[src/rtl/ps2_key_display.sv]
// PS/2 device-to-host receiver with power-up hold-off, last-byte latch and two-digit hex readout.
// Define PS2_PARITY_CHECK_EN to reject frames whose data+parity bits do not hold an odd count of 1s.
module ps2_key_display #(
  parameter int unsigned RST_DELAY_CYCLES = 20'hFFFFF,
  parameter int unsigned TIMEOUT_CYCLES   = 5000
) (
  input  logic       clock,
  input  logic       reset,
  input  logic       ps2_clock,
  input  logic       ps2_data,
  output logic [7:0] ps2_key_data,
  output logic       ps2_key_pressed,
  output logic [7:0] ps2_out,
  output logic [6:0] seg_lo,
  output logic [6:0] seg_hi,
  output logic       reset_done
);

  localparam int unsigned DlyW = (RST_DELAY_CYCLES > 0) ? $clog2(RST_DELAY_CYCLES + 1) : 1;
  localparam int unsigned ToW  = (TIMEOUT_CYCLES > 1) ? $clog2(TIMEOUT_CYCLES + 1) : 1;
  localparam logic [DlyW-1:0] DlyMax = DlyW'(RST_DELAY_CYCLES);
  localparam logic [ToW-1:0]  ToMax  = ToW'(TIMEOUT_CYCLES);

  logic            clk_s1_q, clk_s2_q, clk_prev_q, dat_s1_q, dat_s2_q;
  logic [DlyW-1:0] dly_q, dly_d;
  logic            reset_done_q, reset_done_d;
  logic [3:0]      bit_cnt_q, bit_cnt_d;
  logic [7:0]      shift_q, shift_d;
  logic            stop_q, stop_d;
  logic            frame_q, frame_d;
  logic [ToW-1:0]  to_q, to_d;
  logic            pressed_q, pressed_d;
  logic [7:0]      key_q, key_d, out_q, out_d;
  logic            fall;
  logic            parity_ok;

`ifdef PS2_PARITY_CHECK_EN
  logic par_q, par_d;
  assign parity_ok = ^{shift_q, par_q};
`else
  assign parity_ok = 1'b1;
`endif

  assign fall = clk_prev_q & ~clk_s2_q;

  always_comb begin
    dly_d        = dly_q;
    reset_done_d = reset_done_q;
    if (dly_q != DlyMax) dly_d = dly_q + 1'b1;
    if (dly_d == DlyMax) reset_done_d = 1'b1;
  end

  always_comb begin
    bit_cnt_d = bit_cnt_q;
    shift_d   = shift_q;
    stop_d    = stop_q;
    frame_d   = 1'b0;
    to_d      = '0;
`ifdef PS2_PARITY_CHECK_EN
    par_d     = par_q;
`endif
    if (!reset_done_q) begin
      bit_cnt_d = 4'd0;
    end else if (fall) begin
      if (bit_cnt_q == 4'd0) begin
        // A start bit of 1 leaves the receiver idle.
        if (!dat_s2_q) bit_cnt_d = 4'd1;
      end else if (bit_cnt_q <= 4'd8) begin
        shift_d   = {dat_s2_q, shift_q[7:1]};
        bit_cnt_d = bit_cnt_q + 4'd1;
      end else if (bit_cnt_q == 4'd9) begin
`ifdef PS2_PARITY_CHECK_EN
        par_d     = dat_s2_q;
`endif
        bit_cnt_d = 4'd10;
      end else begin
        stop_d    = dat_s2_q;
        frame_d   = 1'b1;
        bit_cnt_d = 4'd0;
      end
    end else if (bit_cnt_q != 4'd0 && clk_s2_q) begin
      to_d = to_q + 1'b1;
      if (to_d == ToMax) begin
        bit_cnt_d = 4'd0;
        to_d      = '0;
      end
    end
  end

  always_comb begin
    pressed_d = 1'b0;
    key_d     = key_q;
    out_d     = out_q;
    if (frame_q && stop_q && parity_ok) begin
      pressed_d = 1'b1;
      key_d     = shift_q;
      out_d     = shift_q;
    end
  end

  always_ff @(posedge clock) begin
    if (reset) begin
      // Lines idle high, so syncs reset high to avoid a phantom fall.
      clk_s1_q     <= 1'b1;
      clk_s2_q     <= 1'b1;
      clk_prev_q   <= 1'b1;
      dat_s1_q     <= 1'b1;
      dat_s2_q     <= 1'b1;
      dly_q        <= '0;
      reset_done_q <= 1'b0;
      bit_cnt_q    <= 4'd0;
      shift_q      <= 8'h00;
      stop_q       <= 1'b0;
      frame_q      <= 1'b0;
      to_q         <= '0;
      pressed_q    <= 1'b0;
      key_q        <= 8'h00;
      out_q        <= 8'h00;
`ifdef PS2_PARITY_CHECK_EN
      par_q        <= 1'b0;
`endif
    end else begin
      clk_s1_q     <= ps2_clock;
      clk_s2_q     <= clk_s1_q;
      clk_prev_q   <= clk_s2_q;
      dat_s1_q     <= ps2_data;
      dat_s2_q     <= dat_s1_q;
      dly_q        <= dly_d;
      reset_done_q <= reset_done_d;
      bit_cnt_q    <= bit_cnt_d;
      shift_q      <= shift_d;
      stop_q       <= stop_d;
      frame_q      <= frame_d;
      to_q         <= to_d;
      pressed_q    <= pressed_d;
      key_q        <= key_d;
      out_q        <= out_d;
`ifdef PS2_PARITY_CHECK_EN
      par_q        <= par_d;
`endif
    end
  end

  function automatic logic [6:0] hex7(input logic [3:0] n);
    logic [6:0] s;
    unique case (n)
      4'h0: s = 7'h40;
      4'h1: s = 7'h79;
      4'h2: s = 7'h24;
      4'h3: s = 7'h30;
      4'h4: s = 7'h19;
      4'h5: s = 7'h12;
      4'h6: s = 7'h02;
      4'h7: s = 7'h78;
      4'h8: s = 7'h00;
      4'h9: s = 7'h10;
      4'hA: s = 7'h08;
      4'hB: s = 7'h03;
      4'hC: s = 7'h46;
      4'hD: s = 7'h21;
      4'hE: s = 7'h06;
      4'hF: s = 7'h0E;
    endcase
    return s;
  endfunction

  assign ps2_key_data    = key_q;
  assign ps2_key_pressed = pressed_q;
  assign ps2_out         = out_q;
  assign reset_done      = reset_done_q;
  assign seg_lo          = hex7(out_q[3:0]);
  assign seg_hi          = hex7(out_q[7:4]);

endmodule

[config.mk]
export PLATFORM = sky130hd
export DESIGN_NAME = ps2_key_display
export DESIGN_NICKNAME = d
export VERILOG_FILES = /design/src/rtl/ps2_key_display.sv
export SDC_FILE = /design/constraint.sdc
export NUM_CORES = 1
export LEC_CHECK = 0
export ABC_AREA = 0
export BUFFER_PORTS_ARGS = -buffer_cell sky130_fd_sc_hd__buf_2
export CORE_ASPECT_RATIO = 0.8
export CORE_MARGIN = 8
export CORE_UTILIZATION = 45
export CTS_CLUSTER_DIAMETER = 120
export CTS_CLUSTER_SIZE = 16
export DETAILED_ROUTE_END_ITERATION = 8
export SETUP_SLACK_MARGIN = 0.15
export SYNTH_ARGS = -nofsm -noshare
export SYNTH_HDL_FRONTEND = slang
export SYNTH_SLANG_ARGS = --single-unit
[constraint.sdc]
create_clock -name clock -period 3.6 [get_ports clock]
set_input_delay 0.36 -clock clock [delete_from_list [all_inputs] [get_ports clock]]
set_output_delay 0.36 -clock clock [all_outputs]
set_load 0.03 [all_outputs]
==> results.ini, run 1 <==
[run_status]
outcome=finished clean

[detailed_routing]
drt_pass1_iterations=5
routed_wl_microns=7240
vias_per_cell=5.19
vias=3026
final_antenna_net_count=0
drc_errors=0
post_drt_wl_per_cell_microns=12.4
drt_first_iter_violations=161

[synthesis]
netlist.area_leader.share_pct=40.5
synth_edf_count=0
synthCells=450
syn_nets=471
synth_seq_area_share_pct=40.5
synth_top_area_cell=dfxtp_1
ys_warn_count=0
yosysUniqueCellTypes=56
post-synth-top-count-cell=dfxtp_1
netlist_area_sq_mm=0.00376
ys_async_sr_fraction_pct=0
netlist_top_cells_area=dfxtp_1, nor2_1, ha_1
synthTopCellsByCount=dfxtp_1, nor2_1, nand2_1
syn_area_per_cell_sq_um=8.36
synth_seq_cells=76
dominantRegCellSynth=dfxtp_1

[grt]
use_met1_pct=17.0
gr-usage-met3_pct=4.61
track_usage_pct=12.6
grt_util_met2_pct=18.5
antenna_found_initial=0
grt_pass1_wl_microns=12400
first_global_vias=2643
grt_max_degree=54
top_usage_layer=met2
grt_overflow=0

[floorplanning]
die_area_sq_mm=0.0116
die_h_microns=97.8
io_pins=36
dieWidth_microns=118
core_sq_mm=0.00830
rows=30
start_util_pct=45.3

[layout]
multi_input_area_sq_mm=0.00201
insertedDiodeCount=0
final-seq-area_sq_mm=0.00152
fillers=797
drive_gt1_share_pct=13.6
area_delta_synth_final_pct=10.7
nets=488

[pwr]
powerDensity_mw_per_mm2=396
vdd_drop_max_mv=0.226
p_leak_nw=1.68

[clock_tree]
cts_made_buffers=9
clock_latency_ns=0.34
cts_buffer_depth=2
htree_levels=3
cts_hold_buf=0
post_cts_buffers=0
ctsResizeCount=0
cts_root_buf=clkbuf_8
cts.clk_slew.worst_paths_ns=0.08
tritoncts=built
clock_sinks=76

[sta]
fmax_mhz=326
report.final.slew_viol_count=0
slew_headroom_pct=43.4
hold_viol=0
period_share_pct=85.1
setup-violations-final=0
worst_pin_slew_ns=0.849
period_minus_slack_ns=3.06
worst_hold_slack_ns=0.204
setup_tns_ns=0
clock_skew_ns=0.00699
rsz0062_at_grt=no

[critical_path]
reg2reg_depth=8
path_max_fanout=9
endpoint_kind=flip-flop
r2r-start=dly_q[0]$_SDFF_PP0_
crit_chain=ha_1 > nand4_1 > or4_1 > nor3_2 > o211ai_1 > a32oi_1 > o2111ai_1 > o41ai_2
regToRegEndpoint=reset_done$_SDFFE_PP0N_
crit_type=flip-flop to flip-flop
cpPeakStageDelay_ns=0.70
critPathSlowestCell=or4_1
cp.required_ns=3.85
arrival_ns=3.31
r2r_setup_slack_ns=0.54
start_kind=flip-flop

[hold_path]
hold_depth=2
worstHoldStart=ps2_clock
hold_path_class=input pin to flip-flop
worstHoldEndpoint=clk_s1_q$_SDFF_PP1_

[placed_design]
gp_congestion=0.850
hpwl_microns=5200
io_buffer_count=35

[flow_run]
maxCapViolations=0

## cells by family (layout without fill, tap and decap cells)
family / after synthesis / after routing / share of synthesized area (%)
XOR/XNOR: 23 / 23 / 5.36
buffers and inverters: 50 / 71 / 6.15
AO/OA/AOI/OAI: 90 / 90 / 15.1
adder cells (fa/ha/maj): 17 / 17 / 5.66
flip-flops: 76 / 76 / 40.5
AND/OR/NAND/NOR: 177 / 177 / 22.8
multiplexers: 17 / 17 / 4.52
## sequential cells by signal (all words and copies together), names as in the netlist, 4 cells and up
name,count
bit_cnt_q,4
to_q,13
dly_q,20
seg_lo,7
ps2_out,8
shift_q,8
seg_hi,7
## worst max path at each step
stage / slack [ns] / to / startpoint / depth (start not counted)
2_1_floorplan: 0.88 / reset_done$_SDFFE_PP0N_ / dly_q[0]$_SDFF_PP0_ / 10
3_3_place_gp: 0.67 / reset_done$_SDFFE_PP0N_ / dly_q[0]$_SDFF_PP0_ / 8
3_5_place_dp: 0.57 / reset_done$_SDFFE_PP0N_ / dly_q[0]$_SDFF_PP0_ / 8
4_1_cts: 0.53 / reset_done$_SDFFE_PP0N_ / dly_q[0]$_SDFF_PP0_ / 8
5_1_grt: 0.30 / reset_done$_SDFFE_PP0N_ / dly_q[0]$_SDFF_PP0_ / 8
6_report: 0.54 / reset_done$_SDFFE_PP0N_ / dly_q[0]$_SDFF_PP0_ / 8
## critical path, delay by kind of cell (launching register included)
family / cells / cell delay (ns)
AND/OR/NAND/NOR: 3 / 1.35
AO/OA/AOI/OAI: 4 / 0.87
flip-flops: 1 / 0.43
adder cells (fa/ha/maj): 1 / 0.31
## cells in the final DEF (no fill, tap or decap), drive strengths merged, types with 2 or more instances in the layout
cell,count
and4,2
o22ai,5
ha,17
and3,6
o211ai,3
nand4,12
nor2b,3
mux2i,17
or2,11
nand2,36
clkbuf,11
a21o,2
xnor2,14
dfxtp,76
nor4,3
nor2,62
a21oi,26
or3,3
o31a,2
o2111ai,2
o21ai,24
bufinv,3
nor3,8
xor2,9
inv,20
a311oi,2
a22o,2
nand2b,5
nand3,19
buf,35
a31oi,8
## per-layer routing
layer	wire length [microns]	up-vias	share of wire [%]
met5	0	-	0
met2	3050	57	42
met4	55	0	0.76
li1	-	1591	-
met3	375	6	5.2
met1	3760	1372	52
## where the power goes
group	switching [W]	leakage [nW]	total, W	internal [W]
clock network	0.000299	0.116	0.000775	0.000476
logic	0.0000143	0.947	0.0000225	0.00000828
registers	0.00000552	0.614	0.000851	0.000845
## stage by stage
step           utilization (%)  area (sq um)  std cells  worst slack [ns]  power (W)
5_1_grt                   50.2          4160        583             0.300    0.00171
3_5_place_dp              47.3          3920        568             0.573   0.000893
3_3_place_gp              47.3          3920        568             0.674   0.000892
4_1_cts                   50.2          4160        583             0.525    0.00168
2_1_floorplan                -          3760        450             0.882   0.000887
6_report                  50.2          4160        583             0.537    0.00165
## layout make-up
type	count	share of cell area, %
repair buffers	35	4.21
multi-input cells	324	48.2
clock buffers	11	3.40
inverters	21	1.89
clock inverters	4	2.34
flip-flops and latches	76	36.5
well taps	112	3.37
No activity file was read; power rests on OpenSTA's default activity.
==> run 2: changes to the inputs <==
--- a/config.mk
+++ b/config.mk
@@ -13,7 +13,10 @@
 export CTS_CLUSTER_DIAMETER = 120
 export CTS_CLUSTER_SIZE = 16
 export DETAILED_ROUTE_END_ITERATION = 8
+export GPL_ROUTABILITY_DRIVEN = 0
+export MAX_ROUTING_LAYER = met4
 export SETUP_SLACK_MARGIN = 0.15
+export SLEW_MARGIN = 20
 export SYNTH_ARGS = -nofsm -noshare
 export SYNTH_HDL_FRONTEND = slang
 export SYNTH_SLANG_ARGS = --single-unit
==> run 2 against run 1 <==
Against the previous run:
- fmax hardly changed
- cell count unchanged
- power barely moved
- clock skew barely moved
- largest cell class unchanged
==> results.ini, run 2 (synthesis gave the netlist of run 1 again) <==
[grt]
grt_max_degree=54  ; unchanged
grt_overflow=0  ; unchanged
antenna_found_initial=0  ; unchanged
track_usage_pct=12.9  ; +0.36 points
first_global_vias=2642  ; -0.038%
grt_pass1_wl_microns=12400  ; about the same

[clock_tree]
htree_levels=3  ; unchanged
ctsResizeCount=0  ; unchanged
post_cts_buffers=0  ; unchanged
clock_latency_ns=0.34  ; about the same
cts_buffer_depth=2  ; unchanged
cts_root_buf=clkbuf_8
tritoncts=built
clock_sinks=76  ; unchanged
cts_made_buffers=9  ; unchanged
cts_hold_buf=0  ; unchanged
cts.clk_slew.worst_paths_ns=0.08  ; about the same

[pwr]
vdd_drop_max_mv=0.225  ; about the same
powerDensity_mw_per_mm2=396  ; about the same
p_switching_w=0.000319  ; about the same
clkPwrFrac_pct=47.0  ; about the same
sw_frac_of_total_pct=19.3  ; about the same
p_comb_share_pct=1.4  ; about the same
p_leak_nw=1.68  ; unchanged
p_seq_share_pct=51.6  ; about the same
p_int_w=0.00133  ; unchanged

[layout]
area_delta_synth_final_pct=10.7  ; unchanged
finalNonFillerCells=583  ; unchanged
layout_commonest_cell=dfxtp_1
insertedDiodeCount=0  ; unchanged
drive_gt1_share_pct=13.6  ; unchanged
largest_reg_flops=20  ; unchanged
top_regs=dly_q x20, to_q x13
top_register=dly_q
nets=488  ; unchanged
fillers=797  ; unchanged
final_cell_mix=dfxtp_1, nor2_1, nand2_1, buf_2, a21oi_1

[floorplanning]
core_sq_mm=0.00830  ; unchanged
rows=30  ; unchanged
die_h_microns=97.8  ; unchanged
die_area_sq_mm=0.0116  ; unchanged
dieWidth_microns=118  ; unchanged
io_pins=36  ; unchanged
start_util_pct=45.3  ; unchanged

[detailed_routing]
top_layer_used=met4
m1WireLength_microns=3760  ; unchanged
dr_wl_met3_microns=376  ; +0.27%
routed_wl_microns=7240  ; unchanged
post_drt_wl_per_cell_microns=12.4  ; unchanged
vias_per_cell=5.19  ; unchanged
drt_pass1_iterations=5  ; unchanged
vias=3026  ; unchanged
met2WireLength_microns=3050  ; about the same
final_antenna_net_count=0  ; unchanged
drt_first_iter_violations=161  ; unchanged
drc_errors=0  ; unchanged

[critical_path]
reg2reg_depth=8  ; unchanged
r2r_setup_slack_ns=0.54  ; about the same
regToRegEndpoint=reset_done$_SDFFE_PP0N_
endpoint_kind=flip-flop
path_max_fanout=9  ; unchanged
arrival_ns=3.31  ; about the same
cp.required_ns=3.85  ; about the same
r2r-start=dly_q[0]$_SDFF_PP0_
start_kind=flip-flop
crit_type=flip-flop to flip-flop

[sta]
clock_skew_ns=0.00697  ; -0.0000132 ns
hold_viol=0  ; unchanged
report.final.slew_viol_count=0  ; unchanged
setup-violations-final=0  ; unchanged
fmax_mhz=326  ; about the same
period_minus_slack_ns=3.06  ; +0.0000130 ns
worst_pin_slew_ns=0.849  ; +0.0000150 ns
rsz0062_at_grt=no
slew_headroom_pct=43.4  ; about the same
period_share_pct=85.1  ; about the same
setup_tns_ns=0  ; unchanged

[hold_path]
worstHoldEndpoint=clk_s1_q$_SDFF_PP1_
worstHoldStart=ps2_clock
hold_path_class=input pin to flip-flop
hold_depth=2  ; unchanged

[flow_run]
maxCapViolations=0  ; unchanged

[placed_design]
hpwl_microns=5200  ; unchanged
io_buffer_count=35  ; unchanged
place_inst=568  ; unchanged

[run_status]
outcome=finished clean

[run 2: area by class of cell]
class / instances / area, sq um / share of cell area [%]
Clock buffer: 11 / 141 / 3.40
Clock inverter: 4 / 97.6 / 2.34
Inverter: 21 / 78.8 / 1.89
Multi-Input combinational cell: 324 / 2010 / 48.2
Sequential cell: 76 / 1520 / 36.5
Tap cell: 112 / 140 / 3.37
Timing Repair Buffer: 35 / 175 / 4.21
[run 2: metal layers]
metal  global-route usage (%)  vias to the layer above
li1                         -                     1591
met1                     17.0                     1372
met2                     18.5                       57
met3                     4.61                        6
met4                     2.65                        0
met5                        -                        -
[run 2: worst max path at each step]
stage | from | endpoint | cells after the start | slack [ns]
after detailed placement | dly_q[0]$_SDFF_PP0_ | reset_done$_SDFFE_PP0N_ | 8 | 0.57
after global placement | dly_q[0]$_SDFF_PP0_ | reset_done$_SDFFE_PP0N_ | 8 | 0.67
final | dly_q[0]$_SDFF_PP0_ | reset_done$_SDFFE_PP0N_ | 8 | 0.54
after CTS | dly_q[0]$_SDFF_PP0_ | reset_done$_SDFFE_PP0N_ | 8 | 0.53
after global routing | dly_q[0]$_SDFF_PP0_ | reset_done$_SDFFE_PP0N_ | 8 | 0.30
after floorplan | dly_q[0]$_SDFF_PP0_ | reset_done$_SDFFE_PP0N_ | 10 | 0.88
[run 2: power by group through the flow]
stage               Combinational [W]  Clock, W  Sequential, W
floorplan                   0.0000191         0       0.000868
global placement            0.0000224         0       0.000870
detailed placement          0.0000230         0       0.000870
CTS                         0.0000231  0.000804       0.000850
global route                0.0000258  0.000828       0.000851
finish                      0.0000225  0.000775       0.000851
[run 2: critical path, cell delays in order (launching register included)]
cell and delay [ns]:
dfxtp_1 0.43, ha_1 0.31, nand4_1 0.14, or4_1 0.70, nor3_2 0.51, o211ai_1 0.18, a32oi_1 0.19, o2111ai_1 0.16
o41ai_2 0.34
[run 2: metrics by stage]
| stage | hold slack, ns | area [sq um] | power, W | worst slack, ns | util, % |
|---|---|---|---|---|---|
| final | 0.204 | 4160 | 0.00165 | 0.537 | 50.2 |
| after global routing | 0.196 | 4160 | 0.00171 | 0.300 | 50.2 |
| after CTS | 0.190 | 4160 | 0.00168 | 0.525 | 50.2 |
| after detailed placement | 0.395 | 3920 | 0.000893 | 0.573 | 47.3 |
| after global placement | 0.397 | 3920 | 0.000892 | 0.674 | 47.3 |
| after floorplan | 0.389 | 3760 | 0.000887 | 0.882 | - |
==> run 3: changes to the inputs <==
--- a/config.mk
+++ b/config.mk
@@ -15,8 +15,10 @@
 export DETAILED_ROUTE_END_ITERATION = 8
 export GPL_ROUTABILITY_DRIVEN = 0
 export MAX_ROUTING_LAYER = met4
+export PLACE_DENSITY_LB_ADDON = 0.25
 export SETUP_SLACK_MARGIN = 0.15
 export SLEW_MARGIN = 20
 export SYNTH_ARGS = -nofsm -noshare
 export SYNTH_HDL_FRONTEND = slang
 export SYNTH_SLANG_ARGS = --single-unit
+export TNS_END_PERCENT = 50
==> run 3 against run 2 <==
Against the previous run:
- non-clock buffer count unchanged
- power down 14%
- sequential power about the same
- core utilization down 0.98 points
- fmax down 2.4%
- die area unchanged
- clock power down 29%
- sequential cell count unchanged
- worst hold slack better by 0.0050 ns
- first-iteration DRC count up 45%
- combinational power about the same
- cell count down 0.17%
==> results.ini, run 3 (synthesis gave the netlist of run 1 again) <==
[clock_tree]
cts_made_buffers=9  ; unchanged
tritoncts=built
clock_sinks=76  ; unchanged
cts.clk_slew.worst_paths_ns=0.07  ; about the same
cts_root_buf=clkbuf_8
cts_hold_buf=0  ; unchanged
cts_buffer_depth=2  ; unchanged
htree_levels=3  ; unchanged
post_cts_buffers=0  ; unchanged
clock_latency_ns=0.34  ; about the same
ctsResizeCount=0  ; unchanged

[placed_design]
post-place-ws_ns=0.590  ; +0.0177 ns
hpwl_microns=5280  ; +1.4%
io_buffer_count=35  ; unchanged

[layout]
drive_gt1_share_pct=13.2  ; -0.40 points
final-seq-area_sq_mm=0.00152  ; unchanged
top_register=dly_q
top_regs=dly_q x20, to_q x13
layout_commonest_cell=dfxtp_1
area_delta_synth_final_pct=8.52
largest_reg_flops=20  ; unchanged
final_cell_mix=dfxtp_1, nor2_1, nand2_1, buf_2, a21oi_1
fillers=800  ; +0.38%
multi_input_area_sq_mm=0.00201  ; unchanged
insertedDiodeCount=0  ; unchanged
nets=488  ; unchanged

[floorplanning]
io_pins=36  ; unchanged
rows=30  ; unchanged
core_sq_mm=0.00830  ; unchanged
die_h_microns=97.8  ; unchanged
dieWidth_microns=118  ; unchanged
die_area_sq_mm=0.0116  ; unchanged
start_util_pct=45.3  ; unchanged

[sta]
rsz0062_at_grt=no
worst_pin_slew_ns=0.859  ; +0.0101 ns
hold_viol=0  ; unchanged
fmax_mhz=319  ; -2.4%
slew_headroom_pct=42.7  ; -0.68 points
report.final.slew_viol_count=0  ; unchanged
setup-violations-final=0  ; unchanged
period_minus_slack_ns=3.14  ; +0.0742 ns
worst_hold_slack_ns=0.209  ; +0.00504 ns
setup_slack_ns=0.463  ; -0.0742 ns
period_share_pct=87.1  ; +2.1 points
setup_tns_ns=0  ; unchanged
clock_skew_ns=0.00653  ; -0.000447 ns

[critical_path]
endpoint_kind=flip-flop
start_kind=flip-flop
critPathLaunch=dly_q[0]$_SDFF_PP0_
reg2reg_depth=8  ; unchanged
crit_type=flip-flop to flip-flop
r2r-start=dly_q[0]$_SDFF_PP0_
cp.required_ns=3.85  ; about the same
path_max_fanout=9  ; unchanged
arrival_ns=3.38  ; +0.07 ns

[detailed_routing]
vias=3025  ; -0.033%
vias_per_cell=5.20  ; +0.14%
drc_errors=0  ; unchanged
final_antenna_net_count=0  ; unchanged
drt_pass1_iterations=4  ; -1
drt_first_iter_violations=234  ; +45%
routed_wl_microns=7380  ; +1.9%
post_drt_wl_per_cell_microns=12.7  ; +2.1%

[grt]
grt_overflow=0  ; unchanged
first_global_vias=2830  ; +7.1%
grt_pass1_wl_microns=12900  ; +4.2%
grt_max_degree=54  ; unchanged
track_usage_pct=13.4  ; +0.53 points
antenna_found_initial=0  ; unchanged

[flow_run]
maxCapViolations=0  ; unchanged

[run_status]
outcome=finished clean

[pwr]
vdd_drop_max_mv=0.159  ; -29%
powerDensity_mw_per_mm2=349  ; -12%
p_leak_nw=1.64  ; -2.2%
finalPower_w=0.00142  ; -14%

[hold_path]
worstHoldStart=ps2_clock
hold_path_class=input pin to flip-flop
hold_depth=2  ; unchanged

run 3: changes by cell type in the layout (fill, tap and decap cells not counted), sizes merged:
cell,before,now
clkinv,1,2
clkbuf,11,12
bufinv,3,0
run 3: worst max-delay path: stages, from the launching register on:
cell and delay (ns):
dfxtp_1 0.44, ha_1 0.32, nand4_1 0.14, or4_1 0.71
nor3_2 0.51, o211ai_1 0.19, a32oi_1 0.23, o2111ai_1 0.17
o41ai_2 0.34
run 3: layout make-up:
cell class	count	share of cell area, %
multi-input combinational	324	49.2
sequential	76	37.3
timing repair buffer	35	4.29
clock buffer	12	3.56
tap	112	3.43
inverter	21	1.93
clock inverter	2	0.307
run 3: per-stage QoR:
step | util, % | instances | area [sq um]
after floorplan | - | 450 | 3760
after global placement | 47.3 | 568 | 3920
after detailed placement | 47.3 | 568 | 3920
after CTS | 49.2 | 582 | 4080
after global routing | 49.2 | 582 | 4080
final | 49.2 | 582 | 4080
run 3: worst paths after layout:
check                                          endpoint  slack [ns]
worst max register to register  reset_done$_SDFFE_PP0N_        0.46
worst min register to register      dat_s2_q$_SDFF_PP1_        0.41
worst min-delay path                clk_s1_q$_SDFF_PP1_        0.21
worst max-delay path            reset_done$_SDFFE_PP0N_        0.46
run 3: where the power goes:
part	total, W	switching [W]	leakage [nW]	internal (W)
clock network	0.000550	0.000289	0.0783	0.000261
logic	0.0000227	0.0000144	0.947	0.00000827
registers	0.000851	0.00000553	0.614	0.000845
run 3: layer usage:
layer / track usage [%] / routed length [microns]
met1: 17.2 / 3810
met2: 20.0 / 3230
met3: 4.21 / 277
met4: 3.54 / 70
met5: - / 0
